$ cat src/rtl/ets_phase_sweeper_pkg.sv
// ets_pkg: shared types for the ETS phase sweeper.
// FSM state enum, result-word layout, sizing helper.
package ets_pkg;

  typedef enum logic [2:0] {
    S_IDLE,
    S_SETTLE,
    S_ACCUM,
    S_EMIT,
    S_SHIFT,
    S_WAIT,
    S_DONE,
    S_ERR
  } state_e;

  localparam int DEF_CNT_W = 16;
  localparam int DEF_IDX_W = 16;
  // res_data = {step_idx, hit_cnt}
  localparam int IDX_LSB = DEF_CNT_W;

  function automatic int max3(
    input int a,
    input int b,
    input int c
  );
    int m;
    m = (a > b) ? a : b;
    m = (m > c) ? m : c;
    return (m < 2) ? 2 : m;
  endfunction

endpackage

$ cat src/rtl/ets_phase_sweeper_if.sv
// Result stream: res_data/res_valid/res_ready.
// master = sweeper, slave = MCU/GTH packer.
interface ets_phase_sweeper_if #(
  parameter int W = 32
) ();
  logic [W-1:0] res_data;
  logic         res_valid;
  logic         res_ready;

  modport master (
    output res_data,
    output res_valid,
    input  res_ready
  );

  modport slave (
    input  res_data,
    input  res_valid,
    output res_ready
  );
endinterface

$ cat src/rtl/ets_phase_sweeper_hit_counter.sv
// ets_hit_counter: 2-flop sync of cmp_data plus a
// saturating hit counter (clr wins over en).
module ets_hit_counter #(
  parameter int CNT_W = 16
) (
  input  logic             free_run_clk,
  input  logic             free_run_rst_n,
  input  logic             cmp_data,
  input  logic             clr,
  input  logic             en,
  output logic [CNT_W-1:0] cnt
);

  logic [1:0] sync_q;

  always_ff @(posedge free_run_clk or negedge free_run_rst_n) begin
    if (!free_run_rst_n) begin
      sync_q <= '0;
      cnt    <= '0;
    end else begin
      sync_q <= {sync_q[0], cmp_data};
      if (clr)
        cnt <= '0;
      else if (en && sync_q[1] && (cnt != '1))
        cnt <= cnt + 1'b1;
    end
  end

endmodule

$ cat src/rtl/ets_phase_sweeper.sv
// ets_phase_sweeper: steps MMCM phase via ps_en/ps_done, counts
// comparator hits per step, streams {idx,cnt} words on res.
module ets_phase_sweeper
  import ets_pkg::*;
#(
  parameter int STEPS         = 448,
  parameter int SETTLE_CYCLES = 16,
  parameter int WINDOW_CYCLES = 1024,
  parameter int DONE_TIMEOUT  = 1024,
  parameter int CNT_W         = DEF_CNT_W,
  parameter int IDX_W         = DEF_IDX_W
) (
  input  logic free_run_clk,
  input  logic free_run_rst_n,
  input  logic start,
  input  logic abort,
  input  logic cmp_data,
  output logic ps_en,
  output logic ps_incdec,
  input  logic ps_done,
  ets_phase_sweeper_if.master res,
  output logic busy,
  output logic done,
  output logic err_timeout
);

  localparam int TMR_W =
    $clog2(max3(SETTLE_CYCLES, WINDOW_CYCLES, DONE_TIMEOUT));
  localparam logic [TMR_W-1:0] SET_LAST = TMR_W'(SETTLE_CYCLES - 1);
  localparam logic [TMR_W-1:0] WIN_LAST = TMR_W'(WINDOW_CYCLES - 1);
  localparam logic [TMR_W-1:0] TO_LAST  = TMR_W'(DONE_TIMEOUT - 1);
  localparam logic [IDX_W-1:0] IDX_LAST = IDX_W'(STEPS - 1);

  state_e           state_q;
  logic [TMR_W-1:0] tmr_q;
  logic [IDX_W-1:0] idx_q;
  logic             abort_q;
  logic             pend_q;
  logic             valid_q;
  logic [CNT_W-1:0] cnt;
  logic             cnt_clr;
  logic             cnt_en;

  assign cnt_clr   = (state_q == S_SETTLE);
  assign cnt_en    = (state_q == S_ACCUM);
  assign ps_incdec = 1'b1;
  assign res.res_valid = valid_q;
  assign res.res_data  = {idx_q, cnt};

  ets_hit_counter #(
    .CNT_W (CNT_W)
  ) u_hit (
    .free_run_clk   (free_run_clk),
    .free_run_rst_n (free_run_rst_n),
    .cmp_data       (cmp_data),
    .clr            (cnt_clr),
    .en             (cnt_en),
    .cnt            (cnt)
  );

  // pend_q tracks an issued shift whose ps_done has not arrived
  // (e.g. abort right after ps_en); SHIFT holds off until it clears.
  always_ff @(posedge free_run_clk or negedge free_run_rst_n) begin
    if (!free_run_rst_n) begin
      state_q     <= S_IDLE;
      tmr_q       <= '0;
      idx_q       <= '0;
      abort_q     <= 1'b0;
      pend_q      <= 1'b0;
      valid_q     <= 1'b0;
      ps_en       <= 1'b0;
      busy        <= 1'b0;
      done        <= 1'b0;
      err_timeout <= 1'b0;
    end else begin
      ps_en <= 1'b0;
      done  <= 1'b0;
      if (ps_en)
        pend_q <= 1'b1;
      else if (ps_done || state_q == S_ERR)
        pend_q <= 1'b0;
      unique case (state_q)
        S_IDLE, S_ERR: begin
          if (start) begin
            state_q     <= S_SETTLE;
            tmr_q       <= '0;
            idx_q       <= '0;
            err_timeout <= 1'b0;
            busy        <= 1'b1;
          end
        end
        S_SETTLE: begin
          if (abort) begin
            state_q <= S_IDLE;
            busy    <= 1'b0;
          end else if (tmr_q == SET_LAST) begin
            state_q <= S_ACCUM;
            tmr_q   <= '0;
          end else begin
            tmr_q <= tmr_q + 1'b1;
          end
        end
        S_ACCUM: begin
          if (abort) begin
            state_q <= S_IDLE;
            busy    <= 1'b0;
          end else if (tmr_q == WIN_LAST) begin
            state_q <= S_EMIT;
            valid_q <= 1'b1;
            tmr_q   <= '0;
          end else begin
            tmr_q <= tmr_q + 1'b1;
          end
        end
        S_EMIT: begin
          if (abort) begin
            state_q <= S_IDLE;
            valid_q <= 1'b0;
            busy    <= 1'b0;
          end else if (res.res_ready) begin
            state_q <= S_SHIFT;
            valid_q <= 1'b0;
            ps_en   <= !pend_q;
            tmr_q   <= '0;
          end
        end
        S_SHIFT: begin
          if (abort) begin
            state_q <= S_IDLE;
            busy    <= 1'b0;
          end else if (ps_en) begin
            state_q <= S_WAIT;
            tmr_q   <= '0;
          end else if (!pend_q) begin
            ps_en <= 1'b1;
          end else if (tmr_q == TO_LAST) begin
            state_q     <= S_ERR;
            err_timeout <= 1'b1;
            busy        <= 1'b0;
          end else begin
            tmr_q <= tmr_q + 1'b1;
          end
        end
        S_WAIT: begin
          if (ps_done) begin
            abort_q <= 1'b0;
            if (abort_q || abort) begin
              state_q <= S_IDLE;
              busy    <= 1'b0;
            end else if (idx_q == IDX_LAST) begin
              state_q <= S_DONE;
              done    <= 1'b1;
            end else begin
              state_q <= S_SETTLE;
              idx_q   <= idx_q + 1'b1;
              tmr_q   <= '0;
            end
          end else if (tmr_q == TO_LAST) begin
            abort_q     <= 1'b0;
            state_q     <= S_ERR;
            err_timeout <= 1'b1;
            busy        <= 1'b0;
          end else begin
            tmr_q <= tmr_q + 1'b1;
            if (abort)
              abort_q <= 1'b1;
          end
        end
        S_DONE: begin
          state_q <= S_IDLE;
          busy    <= 1'b0;
        end
      endcase
    end
  end

endmodule

$ cat src/flat_wrapper.sv
// flat-port wrapper written by rule: the top's interface ports become plain ports
module ets_phase_sweeper_flat import ets_pkg::*;
#(
  parameter int STEPS         = 448,
  parameter int SETTLE_CYCLES = 16,
  parameter int WINDOW_CYCLES = 1024,
  parameter int DONE_TIMEOUT  = 1024,
  parameter int CNT_W         = DEF_CNT_W,
  parameter int IDX_W         = DEF_IDX_W
)
  (free_run_clk, free_run_rst_n, start, abort, cmp_data, ps_en, ps_incdec, ps_done, busy, done, err_timeout, res_res_data, res_res_valid, res_res_ready);
  ets_phase_sweeper_if res_i ();
  input  logic free_run_clk;
  input  logic free_run_rst_n;
  input  logic start;
  input  logic abort;
  input  logic cmp_data;
  output logic ps_en;
  output logic ps_incdec;
  input  logic ps_done;
  output logic busy;
  output logic done;
  output logic err_timeout;
  output wire logic [$bits(res_i.res_data)-1:0] res_res_data;
  output wire logic [$bits(res_i.res_valid)-1:0] res_res_valid;
  input wire logic [$bits(res_i.res_ready)-1:0] res_res_ready;
  assign res_res_data = res_i.res_data;
  assign res_res_valid = res_i.res_valid;
  assign res_i.res_ready = res_res_ready;
  ets_phase_sweeper #(.STEPS(STEPS), .SETTLE_CYCLES(SETTLE_CYCLES), .WINDOW_CYCLES(WINDOW_CYCLES), .DONE_TIMEOUT(DONE_TIMEOUT), .CNT_W(CNT_W), .IDX_W(IDX_W)) u_core (.free_run_clk(free_run_clk), .free_run_rst_n(free_run_rst_n), .start(start), .abort(abort), .cmp_data(cmp_data), .ps_en(ps_en), .ps_incdec(ps_incdec), .ps_done(ps_done), .res(res_i), .busy(busy), .done(done), .err_timeout(err_timeout));
endmodule
$ cat config.mk
export PLATFORM = sky130hd
export DESIGN_NAME = ets_phase_sweeper_flat
export DESIGN_NICKNAME = d
export VERILOG_FILES = /design/src/rtl/ets_phase_sweeper_pkg.sv /design/src/rtl/ets_phase_sweeper_if.sv /design/src/rtl/ets_phase_sweeper_hit_counter.sv /design/src/rtl/ets_phase_sweeper.sv /design/src/flat_wrapper.sv
export SDC_FILE = /design/constraint.sdc
export NUM_CORES = 1
export LEC_CHECK = 0
export ABC_CLOCK_PERIOD_IN_PS = 2800
export BUFFER_PORTS_ARGS = -buffer_cell sky130_fd_sc_hd__buf_2
export CAP_MARGIN = 0
export CORE_MARGIN = 1
export CORE_UTILIZATION = 55
export CTS_BUF_LIST = sky130_fd_sc_hd__clkbuf_8 sky130_fd_sc_hd__clkbuf_16
export CTS_CLUSTER_DIAMETER = 100
export DETAILED_ROUTE_END_ITERATION = 7
export GPL_TIMING_DRIVEN = 0
export PLACE_DENSITY = 0.77
export SLEW_MARGIN = 20
export SYNTH_ARGS = -nofsm -noshare
export SYNTH_HDL_FRONTEND = slang
export SYNTH_SLANG_ARGS = --single-unit
$ cat constraint.sdc
create_clock -name free_run_clk -period 2.8 [get_ports free_run_clk]
set_clock_uncertainty 0.15 [all_clocks]
set_input_delay 0 -clock free_run_clk [delete_from_list [all_inputs] [get_ports free_run_clk]]
set_output_delay 0 -clock free_run_clk [all_outputs]
set_load 0.02 [all_outputs]
Yosys cells after proc, flatten, opt, wreduce, memory -nomap -nowiden
Index checks and enable logic that the tools add are counted.
{ "totals": {"reg_bits": 54, "elab_cells": 145} }
{ "op_classes": {"mux": 73, "n_addsub": 3, "reduce_logical": 22, "eq_ne": 35} }
{ "op_table": {"columns": ["op", "count"], "rows": [
  ["two-way mux 10 bit", 14],
  ["two-way mux 16 bit", 6],
  ["case mux 10 bit (6 select lines)", 1],
  ["two-way mux 3 bit", 14],
  ["adder 16 x 1 -> 16 bit (second input constant)", 2],
  ["two-way mux 1 bit", 32],
  ["case mux 16 bit (2 select lines)", 1],
  ["inequality test 2 bit (second input constant)", 11],
  ["case mux 3 bit (7 select lines)", 1],
  ["equality test 16 x 9 -> 1 bit (second input constant)", 1],
  ["inequality test 16 bit (second input constant)", 1],
  ["inequality test 3 bit (second input constant)", 5],
  ["AND reduction 5 bit", 3],
  ["equality test 3 bit (second input constant)", 4],
  ["adder 10 x 1 -> 10 bit (second input constant)", 1],
  ["equality test 10 bit (second input constant)", 1],
  ["equality test 10 x 4 -> 1 bit (second input constant)", 1],
  ["AND reduction 10 bit", 1],
  ["inequality test 3 x 2 -> 1 bit (second input constant)", 3],
  ["nonzero test 2 bit", 4],
  ["equality test 3 x 2 -> 1 bit (second input constant)", 2],
  ["inequality test 2 x 1 -> 1 bit (second input constant)", 3],
  ["AND reduction 6 bit", 1],
  ["nonzero test 3 bit", 2],
  ["15 further kinds", 18]
]} }

Logic depth before layout (Yosys ltp)
Gate-level depths: netlist of the first run.
{ "logic_depth": {"ltp_word": 6, "mapped_depth": 8} }

By module
A second synthesis of the first run with hierarchy kept.
{ "hier_totals": {"hier_cells": 388, "hier_area_um2": 3316.9} }
{ "by_module_without_submodules": {"columns": ["mod", "area_each_um2", "instances", "seq_area_each_um2", "cells_per_inst"], "rows": [
  ["ets_phase_sweeper", 2346.0, 1, 900.9, 286],
  ["ets_hit_counter", 970.9, 1, 450.4, 102]
]} }

Worst setup path after synthesis of the first run
OpenSTA, ideal clock, no wires.
{ "synth_path": {"path_type": "reg-to-reg", "from": "reg u_core.idx_q[0]", "to": "reg u_core.tmr_q[9]", "setup_ps": 120, "path_slack_ps": 577, "synth_period_minus_slack_ps": 2223, "n_path_buf": 1, "stages_incl_launch_ff": 8, "t_arrival_ps": 1953, "path_cell_list": "dfrtp_1 ha_1 and4_1 nand4_1 a211oi_1 a2111oi_4 buf_6 a31o_2"} }
{ "synth_between": {"elab_chain_len": 3} }
{ "synth_lines": {"columns": ["item", "line_no", "source"], "rows": [
  ["start: declaration", "ets_phase_sweeper.sv:36", "logic [IDX_W-1:0] idx_q;"],
  ["start signal: assignment", "ets_phase_sweeper.sv:155", "idx_q <= idx_q + 1'b1;"],
  ["equality test 16 x 9 -> 1 bit", "ets_phase_sweeper.sv:150", "end else if (idx_q == IDX_LAST) begin"],
  ["inequality test 3 bit (no line)", null, null],
  ["AND reduction 10 bit (no line)", null, null],
  ["end signal: assignment", "ets_phase_sweeper.sv:112", "tmr_q <= tmr_q + 1'b1;"],
  ["end signal: assignment", "ets_phase_sweeper.sv:141", "tmr_q <= tmr_q + 1'b1;"],
  ["end signal: assignment", "ets_phase_sweeper.sv:164", "tmr_q <= tmr_q + 1'b1;"],
  ["end: declaration", "ets_phase_sweeper.sv:35", "logic [TMR_W-1:0] tmr_q;"]
]} }
Every way passes these cells.
A chain may end at the register's enable or synchronous reset.

Worst setup path in the final report of the first run
{ "layout_path": {"from": "reg u_core.state_q[0]", "to": "reg u_core.u_hit.cnt[3]"} }
{ "layout_between": {"elab_chain_len": 4, "elab_cells_between_ends": 6, "cone_classes": "2 x eq/ne; 1 x mux; 3 x reduce/logical"} }
{ "layout_lines": {"columns": ["item", "line_no", "source"], "rows": [
  ["start: declaration", "ets_phase_sweeper.sv:34", "state_e state_q;"],
  ["start signal: assignment", "ets_phase_sweeper.sv:65", "state_q <= S_IDLE;"],
  ["start signal: assignment", "ets_phase_sweeper.sv:85", "state_q <= S_SETTLE;"],
  ["start signal: assignment", "ets_phase_sweeper.sv:94", "state_q <= S_IDLE;"],
  ["equality test 3 x 2 -> 1 bit", "ets_phase_sweeper.sv:45", "assign cnt_en = (state_q == S_ACCUM);"],
  ["logical AND 1 bit (2 in series)", "ets_phase_sweeper_hit_counter.sv:24", "else if (en && sync_q[1] && (cnt != '1))"],
  ["nonzero test 2 bit (no line)", null, null],
  ["end signal: assignment", "ets_phase_sweeper_hit_counter.sv:25", "cnt <= cnt + 1'b1;"],
  ["end: declaration", "ets_phase_sweeper_hit_counter.sv:11", "output logic [CNT_W-1:0] cnt"]
]} }
Several ways; a longest one is shown, not always the timed one.

==> results.cfg, run 1 <==
[worst_setup_path]
slowest_stage = nor3b_1
rr_startpoint = u_core.state_q[0]$_DFFE_PN0P_
cp_data_required_time_ps = 2860
critical-path-top-delay-family = buffers and inverters
crit_path_end_kind = register
crit_arrival_ps = 2630
r2r_cells = 5
worst_setup_path_start_kind = register
path_max_fanout = 10
reg2reg_slack_ps = 230
crit_type = register to register
path_common_cell = clkbuf_1
reg2reg_to = u_core.u_hit.cnt[3]$_DFFE_PN0P_
worst-path-buf-inv = 3
crit_chain = buf_6 -> clkbuf_1 -> nor3b_1 -> clkbuf_1 -> nor2_1
max_stage_delay_ps = 840

[die]
core.rowCount = 27
start_util_pct = 57.2
dieArea_mm2 = 0.00607
coreArea_mm2 = 0.00554
die_h_um = 77.9
ioPinCount = 45
die_w_um = 77.9

[clock_tree]
clockBufferDepth = 2
htreeDepth = 2
cts_tree = done
cts_made_buffers = 5
clockRootBuffer = clkbuf_8
clk_pin_slew_ps = 120
clk_latency_ps = 330
cts-resized-gates = 0
cts_sinks = 54

[drt]
drt_iter0_markers = 279
antenna_left = 0
drt-vias-per-instance = 6.04
drt_pass1_iterations = 5
wire_per_inst_um = 15.2
num_vias = 2915
drt-total-wl_mm = 7.37
drc = 0

[layout]
insertedDiodeCount = 0
layout_commonest_cell = dfrtp_1
num-nets-final = 421
drive_gt1_share_pct = 19.0
most-common-layout-cells = dfrtp_1 (54), buf_2 (46), nor2_1 (41)
area_growth_pct = 14.3
instances_no_fill = 483

[sta]
rsz0062_at_grt = false
slew_headroom_pct = 35.3
finalSetupViolCount = 0
hold_viol_final = 0
holdWs_ps = 87.6
maxSlewViolCount = 0
fin_crit_sh_pct = 91.8
setup_tns_ps = 0
fin_crit_ps = 2570
fmax_mhz = 389
worst_pin_slew_ps = 969

[place]
dp_hpwl_mm = 5.17
dp.cells = 470
place.gp.congestion = 0.934
port_buffers = 43

[logic_synthesis]
synth.distinct_cells = 60
ys_ff_latch = 54
syn_area_mm2 = 0.00317
synth-warning-count = 0
avgSynthCellArea_um2 = 8.92
synth-seq-area-share_pct = 42.7
syn_inst = 355
synth_edf_count = 0
syn_nets = 366
ys.flop_type = dfrtp_1
synthArstFlopShare_pct = 100

[global_routing]
grt_antenna_before_repair = 0
grt_pass1_wl_mm = 12.5
track_usage_pct = 25.8
grt_pass1_vias = 2732
grt.overflow.total = 0
grt_max_degree = 55

[power_and_ir_drop]
p_int_mw = 1.45
combPwrFrac_pct = 44.8
pwr-share-seq_pct = 36.5
clockPowerShare_pct = 18.7
pwr_density_cell_mw_per_mm2 = 698
leakagePower_nw = 1.67
swShare_pct = 42.5
ir_drop_uv = 433
switchingPower_mw = 1.07
finalPower_mw = 2.53

[run_status]
status = finished clean

[hold_path]
min_path_type = input pin to async pin

[run]
maxCapViolCount = 0
timing repair:
| item | CTS | global route |
|---|---|---|
| hold endpoints to repair | 61 | 0 |
| buffers inserted | 0 | 0 |
| hold buffers | 5 | 0 |
layout make-up:
cell class,count,area [um^2]
well taps,72,90.1
flip-flops and latches,54,1350
clock buffers,5,68.8
plain buffers,15,91.3
inverters,13,48.8
repair buffers,48,268
fillers,481,1920
multi-input cells,273,1680
clock inverters,3,26.3
synth_stat cells, types with 4 or more instances:
library cell  instances  area [um^2]
nand2_1              32          120
nor3_1                7         35.0
a21oi_1              28          140
and4_1                4         35.0
nand3_1              19         95.1
buf_2                 4         20.0
clkbuf_1              6         22.5
ha_1                  4         50.1
dfrtp_1              54         1350
nor4_1                8         50.1
xnor2_1              10         87.6
or3_1                 5         31.3
nor2_1               41          154
and3_1               10         62.6
o31ai_1               4         30.0
inv_1                12         45.0
nand4_1              10         62.6
xor2_1               12          105
o21ai_0              25          125
registers in the layout, indices dropped and copies added (netlist names):
| register | cells |
|---|---|
| u_core.tmr_q | 10 |
| u_core.u_hit.cnt | 16 |
| u_core.idx_q | 16 |
| u_core.err_timeout | 1 |
| u_core.pend_q | 1 |
| u_core.state_q | 3 |
| u_core.res.res_valid | 1 |
| u_core.u_hit.sync_q | 2 |
| u_core.ps_en | 1 |
| u_core.abort_q | 1 |
| u_core.done | 1 |
| u_core.busy | 1 |
cell families (layout without fill, tap and decap cells):
family	Yosys count	in the layout	share of synthesized area, %
xor+xnor	22	22	6.08
fa+ha+maj	4	4	1.58
other cells	1	1	0.118
flops	54	54	42.7
simple gates	158	158	26.2
mux	2	2	0.632
compound gates	86	86	18.3
buf+inv	28	84	4.42
worst reg2reg max path, delay by kind of cell, from the launching register on:
family                 cells  cell delay [ps]
DFF                        1              390
and+or+nand+nor            2              950
buffers and inverters      3              980
power by group through the flow:
| stage | clock network, mW | logic, mW | registers [mW] |
|---|---|---|---|
| floorplan | 0 | 0.831 | 0.943 |
| global placement | 0 | 1.08 | 0.932 |
| detailed placement | 0 | 1.11 | 0.938 |
| CTS | 0.486 | 1.12 | 0.922 |
| global route | 0.513 | 1.25 | 0.933 |
| finish | 0.473 | 1.13 | 0.923 |
stage by stage:
step                      area, um^2  util [%]  setup slack [ps]
final                           3620      65.4               230
after global routing            3620      65.4              90.2
after CTS                       3620      65.4               282
after detailed placement        3480      62.7               300
after global placement          3470      62.7               347
after floorplan                 3170         -               577
routing by layer:
metal | vias up | GRT usage (%) | routed length (um)
met2 | 93 | 44.3 | 3640
met3 | 10 | 4.82 | 342
li1 | 1393 | - | -
met4 | 0 | 8.33 | 110
met5 | - | 0 | 0
met1 | 1419 | 32.8 | 3270
worst max-delay path by stage:
stage                                       start  depth (start not counted)                               to
detailed placement  u_core.state_q[2]$_DFFE_PN0P_                          5  u_core.u_hit.cnt[4]$_DFFE_PN0P_
global placement    u_core.state_q[2]$_DFFE_PN0P_                          5  u_core.u_hit.cnt[6]$_DFFE_PN0P_
finish              u_core.state_q[0]$_DFFE_PN0P_                          5  u_core.u_hit.cnt[3]$_DFFE_PN0P_
global route          u_core.tmr_q[0]$_DFFE_PN0P_                          8    u_core.state_q[0]$_DFFE_PN0P_
floorplan             u_core.idx_q[0]$_DFFE_PN0P_                          7      u_core.tmr_q[9]$_DFFE_PN0P_
CTS                 u_core.state_q[2]$_DFFE_PN0P_                          5  u_core.u_hit.cnt[3]$_DFFE_PN0P_
(Power assumes the default switching activity.)
==> inputs of run 2 (changes only) <==
ABC_CLOCK_PERIOD_IN_PS = 2300   (was 2800)
CORE_UTILIZATION = 52   (was 55)
PLACE_DENSITY = 0.76   (was 0.77)
clock period = 2.3 ns   (was 2.8 ns; I/O delays follow)
==> results.cfg, run 2 (same netlist as run 1, synthesis figures left out) <==
[clock_tree]
cts_made_buffers = 5
htreeDepth = 2
clockBufferDepth = 2
cts_sinks = 54
cts_tree = done
clockRootBuffer = clkbuf_8
clk_pin_slew_ps = 100
clk_latency_ps = 310

[global_routing]
grt_pass1_vias = 2678
track_usage_pct = 24.9
grt_antenna_before_repair = 0
grt_max_degree = 55
grt.overflow.total = 0
grt_pass1_wl_mm = 12.5

[worst_setup_path]
crit_chain = nor4_1 -> nand4_1 -> a211oi_2 -> a2111oi_4 -> buf_6 -> buf_6 -> a21oi_1 -> a21oi_1
critical-path-top-delay-family = compound AO/OA/AOI/OAI gates
max_stage_delay_ps = 460
slowest_stage = dfrtp_1
worst-path-buf-inv = 2
worst_setup_path_start_kind = register
cp_data_required_time_ps = 2350
path_max_fanout = 10
reg2reg_slack_ps = -30
crit_arrival_ps = 2390
crit_path_end_kind = register
crit_type = register to register

[sta]
fin_crit_ps = 2330
fmax_mhz = 428
finalSetupViolCount = 3
maxSlewViolCount = 0
fin_ws_ps = -34.1
rsz0062_at_grt = true
worst_pin_slew_ps = 686
slew_headroom_pct = 54.3
holdWs_ps = 108
hold_viol_final = 0
fin_crit_sh_pct = 101
setup_tns_ps = -52.9

[layout]
instances_no_fill = 500
num-nets-final = 435
drive_gt1_share_pct = 25.9
insertedDiodeCount = 0
layout_commonest_cell = dfrtp_1
most-common-layout-cells = dfrtp_1 (53), buf_2 (46), nor2_1 (41)
top_regs = u_core.idx_q x16, u_core.u_hit.cnt x16, u_core.tmr_q x10
area_growth_pct = 22.7

[power_and_ir_drop]
ir_drop_uv = 615
leakagePower_nw = 1.78
finalPower_mw = 3.51
pwr_density_cell_mw_per_mm2 = 904

[die]
dieArea_mm2 = 0.00641
die_h_um = 80.1
start_util_pct = 53.8
coreArea_mm2 = 0.00589
core.rowCount = 28
die_w_um = 80.1
ioPinCount = 45

[run]
maxCapViolCount = 0

[place]
dp_hpwl_mm = 5.05
place.gp.congestion = 0.954
pre_cts_ws_ps = -168
port_buffers = 43
dp.cells = 473

[run_status]
violations = negative setup slack
status = finished with violations

[drt]
num_vias = 2973
drt-total-wl_mm = 7.82
drt_iter0_markers = 263
antenna_left = 0
wire_per_inst_um = 15.6
drt_pass1_iterations = 5
drc = 0
drt-vias-per-instance = 5.95

[hold_path]
min_path_type = input pin to async pin
==> run 2: cell types whose count changed in the layout (fill, tap and decap cells not counted), sizes merged <==
cell,before,now
buf,52,66
bufinv,0,2
inv,15,13
==> run 2: what timing repair did <==
item                                    CTS  global route
resized for setup                         4            28
endpoints found under the hold margin    59             0
setup buffers                             6             8
pin swaps                                 5             9
hold buffers                              5             0
endpoints found under the setup margin   26            36
==> run 2: path summary, 6_finish.rpt <==
kind                       cells after the start                               end                             start
max                                            8       u_core.tmr_q[8]$_DFFE_PN0P_      u_core.idx_q[11]$_DFFE_PN0P_
min                                            2   u_core.u_hit.cnt[9]$_DFFE_PN0P_                    free_run_rst_n
max reg2reg                                    8       u_core.tmr_q[8]$_DFFE_PN0P_      u_core.idx_q[11]$_DFFE_PN0P_
min reg2reg                                    0  u_core.u_hit.sync_q[1]$_DFF_PN0_  u_core.u_hit.sync_q[0]$_DFF_PN0_
max in group asynchronous                      2       u_core.idx_q[6]$_DFFE_PN0P_                    free_run_rst_n
min in group free_run_clk                      4     u_core.state_q[0]$_DFFE_PN0P_                             abort
==> run 2: per-layer routing <==
metal,track usage [%],wire (um)
met5,0,0
met4,6.96,161
met3,3.41,427
met2,39.9,3720
met1,35.2,3510
==> run 2: area by class of cell <==
type                            count  area [um^2]
Timing Repair Buffer               62          380
Clock inverter                      3         68.8
Tap cell                           75         93.8
Buffer                             15         93.8
Sequential cell                    54         1350
Clock buffer                        5         68.8
Inverter                           13         51.3
Multi-Input combinational cell    273         1780
Fill cell                         517         2000
==> run 2: report_power, final <==
part | switching (mW) | internal (mW) | leakage [nW]
Sequential | 0.0843 | 1.04 | 0.738
Clock | 0.324 | 0.436 | 0.0683
Combinational | 0.983 | 0.648 | 0.972
Total | 1.39 | 2.12 | 1.78
==> run 2: through the flow <==
stage / util, % / cell area, um^2
floorplan: - / 3170
global placement: 59.1 / 3480
detailed placement: 59.1 / 3480
CTS: 63.3 / 3730
global route: 66.0 / 3890
finish: 66.0 / 3890
